$ cat config.mk
export PLATFORM = sky130hd
export DESIGN_NAME = instr_fetch_ctrl
export DESIGN_NICKNAME = d
export VERILOG_FILES = /design/src/rtl/instr_fetch_ctrl.sv
export SDC_FILE = /design/constraint.sdc
export NUM_CORES = 1
export LEC_CHECK = 0
export BUFFER_PORTS_ARGS = -buffer_cell sky130_fd_sc_hd__buf_4
export CAP_MARGIN = 20
export CORE_MARGIN = 1
export CORE_UTILIZATION = 50
export CTS_BUF_LIST = sky130_fd_sc_hd__clkbuf_4
export CTS_CLUSTER_SIZE = 40
export DETAILED_ROUTE_END_ITERATION = 8
export HOLD_SLACK_MARGIN = 0.08
export PLACE_DENSITY = 0.8
export SLEW_MARGIN = 20
export SYNTH_ARGS = -nofsm -noshare
export SYNTH_HDL_FRONTEND = slang
export SYNTH_SLANG_ARGS = --single-unit
$ cat constraint.sdc
create_clock -name clk -period 3.8 [get_ports clk]
set_input_delay 0.38 -clock clk [delete_from_list [all_inputs] [get_ports clk]]
set_output_delay 0.38 -clock clk [all_outputs]
set_load 0.02 [all_outputs]
$ cat src/rtl/instr_fetch_ctrl.sv
// Instruction fetch sequencer: owns the PC, reads the combinational instruction memory and
// feeds decode through a 2-entry skid buffer. Optional perf counters: define IFETCH_PERF_EN.
module instr_fetch_ctrl #(
    parameter logic [31:0] RESET_PC   = 32'h0000_0000,
    parameter int unsigned MEM_WORDS  = 32,
    parameter logic [31:0] HALT_INSTR = 32'h0000_000C
) (
    input  logic        clk,
    input  logic        rst_n,
    input  logic        fetch_en,
    output logic [31:0] imem_addr,
    input  logic [31:0] imem_instr,
    input  logic        redirect_valid,
    input  logic [31:0] redirect_pc,
    output logic        out_valid,
    input  logic        out_ready,
    output logic [31:0] out_instr,
    output logic [31:0] out_pc,
    output logic        halted,
    output logic        misalign_err
`ifdef IFETCH_PERF_EN
    ,
    output logic [31:0] perf_fetch_cnt,
    output logic [31:0] perf_stall_cnt
`endif
);

    localparam int unsigned XLEN    = 32;
    localparam int unsigned CNT_W   = 2;
    localparam logic [XLEN-1:0] PC_WRAP = XLEN'(MEM_WORDS * 4);
    localparam logic [CNT_W-1:0] DEPTH  = CNT_W'(2);

    typedef enum logic [1:0] {
        IDLE = 2'd0,
        RUN  = 2'd1,
        HALT = 2'd2
    } state_t;

    typedef struct packed {
        logic [XLEN-1:0] pc;
        logic [XLEN-1:0] instr;
    } fetch_entry_t;

    state_t             state_q, state_d;
    logic [XLEN-1:0]    pc_q, pc_d;
    logic [CNT_W-1:0]   count_q, count_d;
    fetch_entry_t       ent0_q, ent0_d;
    fetch_entry_t       ent1_q, ent1_d;
    logic               valid_q, valid_d;
    logic               halted_q, halted_d;
    logic               misalign_q, misalign_d;

    logic               pop_c;
    logic               capture_c;
    fetch_entry_t       new_ent;
    logic [XLEN-1:0]    pc_inc;
    logic [XLEN-1:0]    pc_seq;

    // Next-state, PC sequencing and skid-buffer update
    always_comb begin
        state_d    = state_q;
        pc_d       = pc_q;
        count_d    = count_q;
        ent0_d     = ent0_q;
        ent1_d     = ent1_q;
        misalign_d = misalign_q;
        capture_c  = 1'b0;
        pop_c      = valid_q & out_ready;
        new_ent    = '{pc: pc_q, instr: imem_instr};
        pc_inc     = pc_q + XLEN'(4);
        pc_seq     = (pc_inc == PC_WRAP) ? '0 : pc_inc;

        if (redirect_valid) begin
            // Redirect flushes the buffer; a coinciding pop is dropped with it
            count_d = '0;
            if (redirect_pc[1:0] != 2'b00) begin
                pc_d       = {redirect_pc[XLEN-1:2], 2'b00};
                misalign_d = 1'b1;
                state_d    = HALT;
            end else begin
                pc_d = redirect_pc;
                if (state_q == HALT) begin
                    state_d = RUN;
                end
            end
        end else begin
            case (state_q)
                IDLE: begin
                    if (fetch_en) begin
                        state_d = RUN;
                    end
                end
                RUN: begin
                    if (!fetch_en) begin
                        state_d = IDLE;
                    end else if ((count_q != DEPTH) || pop_c) begin
                        capture_c = 1'b1;
                        pc_d      = pc_seq;
                        if (imem_instr == HALT_INSTR) begin
                            state_d = HALT;
                        end
                    end
                end
                HALT: begin
                    state_d = HALT;
                end
                default: begin
                    state_d = IDLE;
                end
            endcase

            // Head is entry 0; a pop shifts entry 1 forward
            case ({capture_c, pop_c})
                2'b10: begin
                    if (count_q == '0) begin
                        ent0_d = new_ent;
                    end else begin
                        ent1_d = new_ent;
                    end
                    count_d = count_q + CNT_W'(1);
                end
                2'b01: begin
                    ent0_d  = ent1_q;
                    count_d = count_q - CNT_W'(1);
                end
                2'b11: begin
                    if (count_q == DEPTH) begin
                        ent0_d = ent1_q;
                        ent1_d = new_ent;
                    end else begin
                        ent0_d = new_ent;
                    end
                end
                default: begin
                    count_d = count_q;
                end
            endcase
        end

        valid_d  = (count_d != '0);
        halted_d = (state_d == HALT);
    end

    // State and datapath registers
    always_ff @(posedge clk or negedge rst_n) begin
        if (!rst_n) begin
            state_q    <= IDLE;
            pc_q       <= RESET_PC;
            count_q    <= '0;
            ent0_q     <= '0;
            ent1_q     <= '0;
            valid_q    <= 1'b0;
            halted_q   <= 1'b0;
            misalign_q <= 1'b0;
        end else begin
            state_q    <= state_d;
            pc_q       <= pc_d;
            count_q    <= count_d;
            ent0_q     <= ent0_d;
            ent1_q     <= ent1_d;
            valid_q    <= valid_d;
            halted_q   <= halted_d;
            misalign_q <= misalign_d;
        end
    end

`ifdef IFETCH_PERF_EN
    logic [XLEN-1:0] fetch_cnt_q;
    logic [XLEN-1:0] stall_cnt_q;

    // Stall = running with a full buffer that decode is not draining
    always_ff @(posedge clk or negedge rst_n) begin
        if (!rst_n) begin
            fetch_cnt_q <= '0;
            stall_cnt_q <= '0;
        end else begin
            if (capture_c) begin
                fetch_cnt_q <= fetch_cnt_q + XLEN'(1);
            end
            if ((state_q == RUN) && (count_q == DEPTH) && !pop_c) begin
                stall_cnt_q <= stall_cnt_q + XLEN'(1);
            end
        end
    end

    assign perf_fetch_cnt = fetch_cnt_q;
    assign perf_stall_cnt = stall_cnt_q;
`endif

    assign imem_addr    = pc_q;
    assign out_valid    = valid_q;
    assign out_instr    = ent0_q.instr;
    assign out_pc       = ent0_q.pc;
    assign halted       = halted_q;
    assign misalign_err = misalign_q;

endmodule
* Word level (Yosys, flattened, before mapping)
Cells that the tools add are included.
W data, S select, Z words.
** Storage, ports and cells
- Flip-flop bits (word level) :: 167
- Bits of input ports :: 69
- Output and inout port bits :: 99
- Logic and storage cells :: 68
** Operators by class
- Add/sub/neg operators :: 3
- Eq/ne operators :: 13
- Mux-type cells :: 26
- Bitwise operators :: 2
- Reductions and logical operators :: 14
** Operators with widths (number)
- $mux W64 :: 4
- $pmux W64 S3 :: 1
- $mux W32 :: 5
- $pmux W64 S2 :: 1
- $add A32 B3 Y32 const B :: 1
- $eq A32 B4 Y1 const B :: 1
- $eq A32 B8 Y1 const B :: 1
- $mux W2 :: 9
- $reduce_bool A2 Y1 :: 6
- $eq A2 B2 Y1 const B :: 5
- $ne A2 B2 Y1 const B :: 4
- $pmux W2 S3 :: 1
- $reduce_and A3 Y1 :: 2
- $eq A2 B1 Y1 const B :: 2
- $logic_not A2 Y1 :: 2
- $mux W1 :: 4
- $pmux W2 S2 :: 1
- $reduce_and A4 Y1 :: 1
- $reduce_bool A3 Y1 :: 1
- $add A2 B1 Y2 const B :: 1
- $reduce_and A2 Y1 :: 1
- $sub A2 B1 Y2 const B :: 1
- $and A1 B1 Y1 :: 1
- $logic_or A1 B1 Y1 :: 1
- $not A1 Y1 :: 1

* Depth between registers and ports, before layout
- Depth after elaboration :: 10
- Gate-level depth with buffers :: 12
- Gate-level depth less buffers :: 9

* Least setup slack after synthesis
OpenSTA, ideal clock, no wires.
- Path type :: register to register
- Start :: reg valid_q (netlist: out_valid)
- End :: reg ent1_q[14] in the netlist's numbering
- Library setup time :: 125 ps
- Data arrival time :: 3135 ps
- Data required time :: 3675 ps
- Setup slack :: 540 ps
- Cell stages (with the launch flop) :: 11
- Path buffers :: 2
- Clock period less this slack :: 3260 ps
- Cell sequence :: dfrtp_1 and2_0 o21ai_0 or2_2 clkbuf_1 clkinv_1 ha_1 mux2i_1 nor3_1 clkbuf_1 mux2_2
** On the way
- Word-level cells in the longest chain between the ends :: 9
- Elaborated cells on any way between the ends :: 13
- Those cells by class :: eq/ne (4); mux (5); bitwise (1); reduce/logical (3)
** RTL lines
- start: declaration :: RTL line 49 : logic valid_q, valid_d;
- start signal: assignment :: RTL line 161 : valid_q <= valid_d;
- $and A1 B1 Y1 * :: RTL line 68 : pop_c = valid_q & out_ready;
- $logic_or A1 B1 Y1 :: RTL line 96 : end else if ((count_q != DEPTH) || pop_c) begin
- $mux W1 :: RTL line 96
- $mux W1 :: RTL line 94 : if (!fetch_en) begin
- $mux W1 :: RTL line 87 : case (state_q)
- $mux W1 :: RTL line 73 : if (redirect_valid) begin
- $eq A2 B2 Y1 :: RTL line 113 : case ({capture_c, pop_c})
- $ne A2 B2 Y1 (no source line) / $reduce_bool A2 Y1 (equally long branches)
- $reduce_and A4 Y1 (no source line)
- end signal: assignment :: RTL line 160 : ent1_q <= ent1_d;
- end: declaration :: RTL line 48 : fetch_entry_t ent1_q, ent1_d;
Every way passes the cells marked *; elsewhere a longest branch is shown, timed or not. The select of a mux whose other input is x is not followed.
A chain may end at the register's enable or synchronous reset.

* Worst setup path after layout
- Start :: reg valid_q (netlist: out_valid)
- End :: reg ent0_q (netlist bit out_instr[10])
** On the way
- Word-level cells in the longest chain between the ends :: 9
- Elaborated cells on any way between the ends :: 13
- Those cells by class :: eq/ne (4); mux (5); bitwise (1); reduce/logical (3)
** RTL lines
- $and A1 B1 Y1 * :: RTL line 68
- $logic_or A1 B1 Y1 :: RTL line 96
- $mux W1 :: RTL line 96
- $mux W1 :: RTL line 94
- $mux W1 :: RTL line 87
- $mux W1 :: RTL line 73
- $eq A2 B2 Y1 / $eq A2 B1 Y1 (equally long branches) :: RTL line 113
- $ne A2 B2 Y1 (no source line) / $reduce_bool A3 Y1 (equally long branches)
- $reduce_and A3 Y1 (no source line)
- end signal: assignment :: RTL line 159 : ent0_q <= ent0_d;
- end: declaration :: RTL line 47 : fetch_entry_t ent0_q, ent0_d;
Marks and branches as above.

==> flow_summary.ini <==
[logic_synthesis]
ys_warn_count = 0
synth_ff_type = dfrtp_1
synth_cells = 765
async_flop_share_pct = 100
synth_area_mm2 = 0.00796
synth_enable_flop_cells = 0
ys_seq_area_share_pct = 52.5
synthDistinctLibCells = 58
synth_area_per_cell_um2 = 10.4
synth_nets = 840
synth.ff_latch_count = 167

[worst_hold_path]
hp-class = in2reg
min_path_cells = 3

[route]
vias = 6783
drtPass1Iterations = 6
final_antenna_net_count = 0
drc = 0
viasPerCell = 5.73
drt_wl_total_mm = 20.6
drt_iter0_drc = 491
drt-wirelength-per-cell_um = 17.4

[floorplanning]
fp.coreArea_mm2 = 0.0154
chipHeight_um = 128
std_cell_rows = 45
die_w_um = 128
die_area_mm2 = 0.0164
initial_core_util_pct = 51.8
pin_count = 168

[setup_path]
cp_max_fo = 44
startpoint_type = flip-flop
required_ns = 4.29
setup.worst_path.end_class = flip-flop
arrival_ns = 3.81
path_class = reg2reg
r2r_cells = 10

[clock_tree]
post-cts-setup-buffer-count = 0
clk-insertion-delay-late_ns = 0.57
ctsResizeCount = 0
htreeDepth = 4
cts_root_buf = clkbuf_4
clockBufferDepth = 2
clk_pin_slew_ns = 0.15
clock_sinks = 167
cts_buffers = 17
cts_tree = yes

[grt]
grtUsageMet3_pct = 4.80
grt_pass1_vias = 6639
overflow = 0
use_met2_pct = 42.1
grt_max_degree = 97
grt.busiest_layer = met2
grt_pass1_wl_mm = 33.3
grt_usage_pct = 25.9
use_met1_pct = 35.0
antenna_found_initial = 1

[power]
p_per_area_mw_per_mm2 = 532
p_leak_uw = 0.00466
peakVddDrop_uv = 366

[sta]
fmaxAchievable_mhz = 301
tns_ns = 0
fin_crit_sh_pct = 87.3
rsz0062_at_grt = false
worst_pin_slew_ns = 0.903
hold_violations = 0
final_max_slew_viol_count = 0
hold_ws_ns = 0.162
max-slew-margin-rel_pct = 39.8
fin_crit_ns = 3.32
fin_skew_ns = 0.0183
finalSetupViolations = 0

[run_status]
outcome = finished clean

[placement]
io_buffers = 167
hpwl_mm = 13.0
placed_area_mm2 = 0.00932
gp_congestion = 0.855

[cells_and_area]
multi_input_area_mm2 = 0.00348
drive_gt1_share_pct = 29.5
fin_area_mm2 = 0.0102
fill_cells = 1168
syn_to_final_growth_pct = 28.0
layout.nets = 1033
regArea_mm2 = 0.00418

[flow_run]
maxCapViolations = 0
[report_power, final]
group          internal [uW]  total [uW]  switching (uW)
combinational            878        1940            1060
sequential              2220        2560             339
clock                    280         918             638
[per-layer routing]
| metal | wire, um | part of all wire, % | vias up |
|---|---|---|---|
| met2 | 9830 | 48 | 311 |
| met5 | 0 | 0 | - |
| met1 | 8880 | 43 | 3313 |
| met4 | 466 | 2.3 | 0 |
| met3 | 1410 | 6.8 | 33 |
| li1 | - | - | 3126 |
[cells by family after synthesis]
logic type,after synthesis,synth area share (%)
compound gates,187,14.7
xor+xnor,39,4.29
simple gates,227,14.2
fa+ha+maj,6,0.944
flops,167,52.5
mux,67,9.45
buf+inv,72,3.96
[cell usage after synthesis (3+ instances only)]
cell / number / area, um2
xor2_1: 19 / 166
o21ai_0: 26 / 130
nor3b_1: 4 / 30.0
nor2b_1: 3 / 18.8
nor4_1: 13 / 81.3
a22oi_1: 66 / 495
buf_2: 17 / 85.1
nor2_1: 87 / 327
a21oi_1: 71 / 355
clkbuf_1: 40 / 150
a31oi_1: 7 / 43.8
and3_1: 9 / 56.3
nand2_1: 45 / 169
ha_1: 6 / 75.1
inv_1: 7 / 26.3
xnor2_1: 20 / 175
a2bb2oi_1: 3 / 26.3
nor3_1: 12 / 60.1
nand4_1: 15 / 93.8
mux2_2: 65 / 732
dfrtp_1: 167 / 4180
nand3_1: 19 / 95.1
[layout make-up]
cell class | instances | share of cell area [%]
Antenna cell | 1 | 0.0246
Clock buffer | 19 | 1.40
Timing Repair Buffer | 238 | 19.5
Tap cell | 211 | 2.59
Inverter | 8 | 0.295
Clock inverter | 13 | 0.995
Multi-Input combinational cell | 526 | 34.2
Sequential cell | 167 | 41.0
[final timing paths]
path,startpoint,end,slack [ns]
max,out_valid,out_instr[10],0.48
min reg2reg,misalign_err,misalign_err,0.49
max in group asynchronous,rst_n,out_pc[22],2.43
max reg2reg,out_valid,out_instr[10],0.48
min in group asynchronous,rst_n,out_instr[2],0.48
min,redirect_pc[6],imem_addr[6],0.16
[what timing repair did]
action	CTS	global route
setup endpoints to repair	0	0
endpoints found under the hold margin	156	0
hold buffers	62	0
[cells in the final DEF (no fill, tap or decap), types with 10 or more instances in the layout]
cell type / synthesis / routed
buf_4: 1 / 172
dfrtp_1: 167 / 167
nor2_1: 87 / 86
a21oi_1: 71 / 71
a22oi_1: 66 / 66
mux2_2: 65 / 65
dlygate4sd3_1: 0 / 62
nand2_1: 45 / 44
o21ai_0: 26 / 26
xnor2_1: 20 / 20
xor2_1: 19 / 19
nand3_1: 19 / 19
clkbuf_4: 0 / 19
nand4_1: 15 / 15
nor4_1: 13 / 13
nor3_1: 12 / 10
[per-stage QoR]
stage	std cells	total power [uW]	setup slack [ns]	utilization [%]
after floorplan	765	3580	0.540	-
after detailed placement	1088	4470	0.472	60.6
final	1183	5420	0.482	66.3
after global placement	1088	4420	0.647	60.6
after global routing	1183	5720	0.208	66.3
after CTS	1182	5430	0.552	66.2
[sequential cells by signal (all words and copies together) (netlist names)]
| signal | count |
|---|---|
| out_pc | 32 |
| state_q | 2 |
| out_instr | 32 |
| out_valid | 1 |
| misalign_err | 1 |
| imem_addr | 32 |
| count_q | 2 |
| ent1_q | 64 |
| halted | 1 |
[worst max-delay path, stage by stage (launching register included)]
cell and delay (ns):
dfrtp_1 0.36, and2_0 0.27, o21ai_0 0.17, or2_2 0.31, clkinv_1 0.24, ha_1 0.28
a31oi_1 0.15, nor2_4 0.48, buf_4 0.58, a22oi_1 0.18, a21oi_1 0.21
No activity file was read; power rests on OpenSTA's default activity.
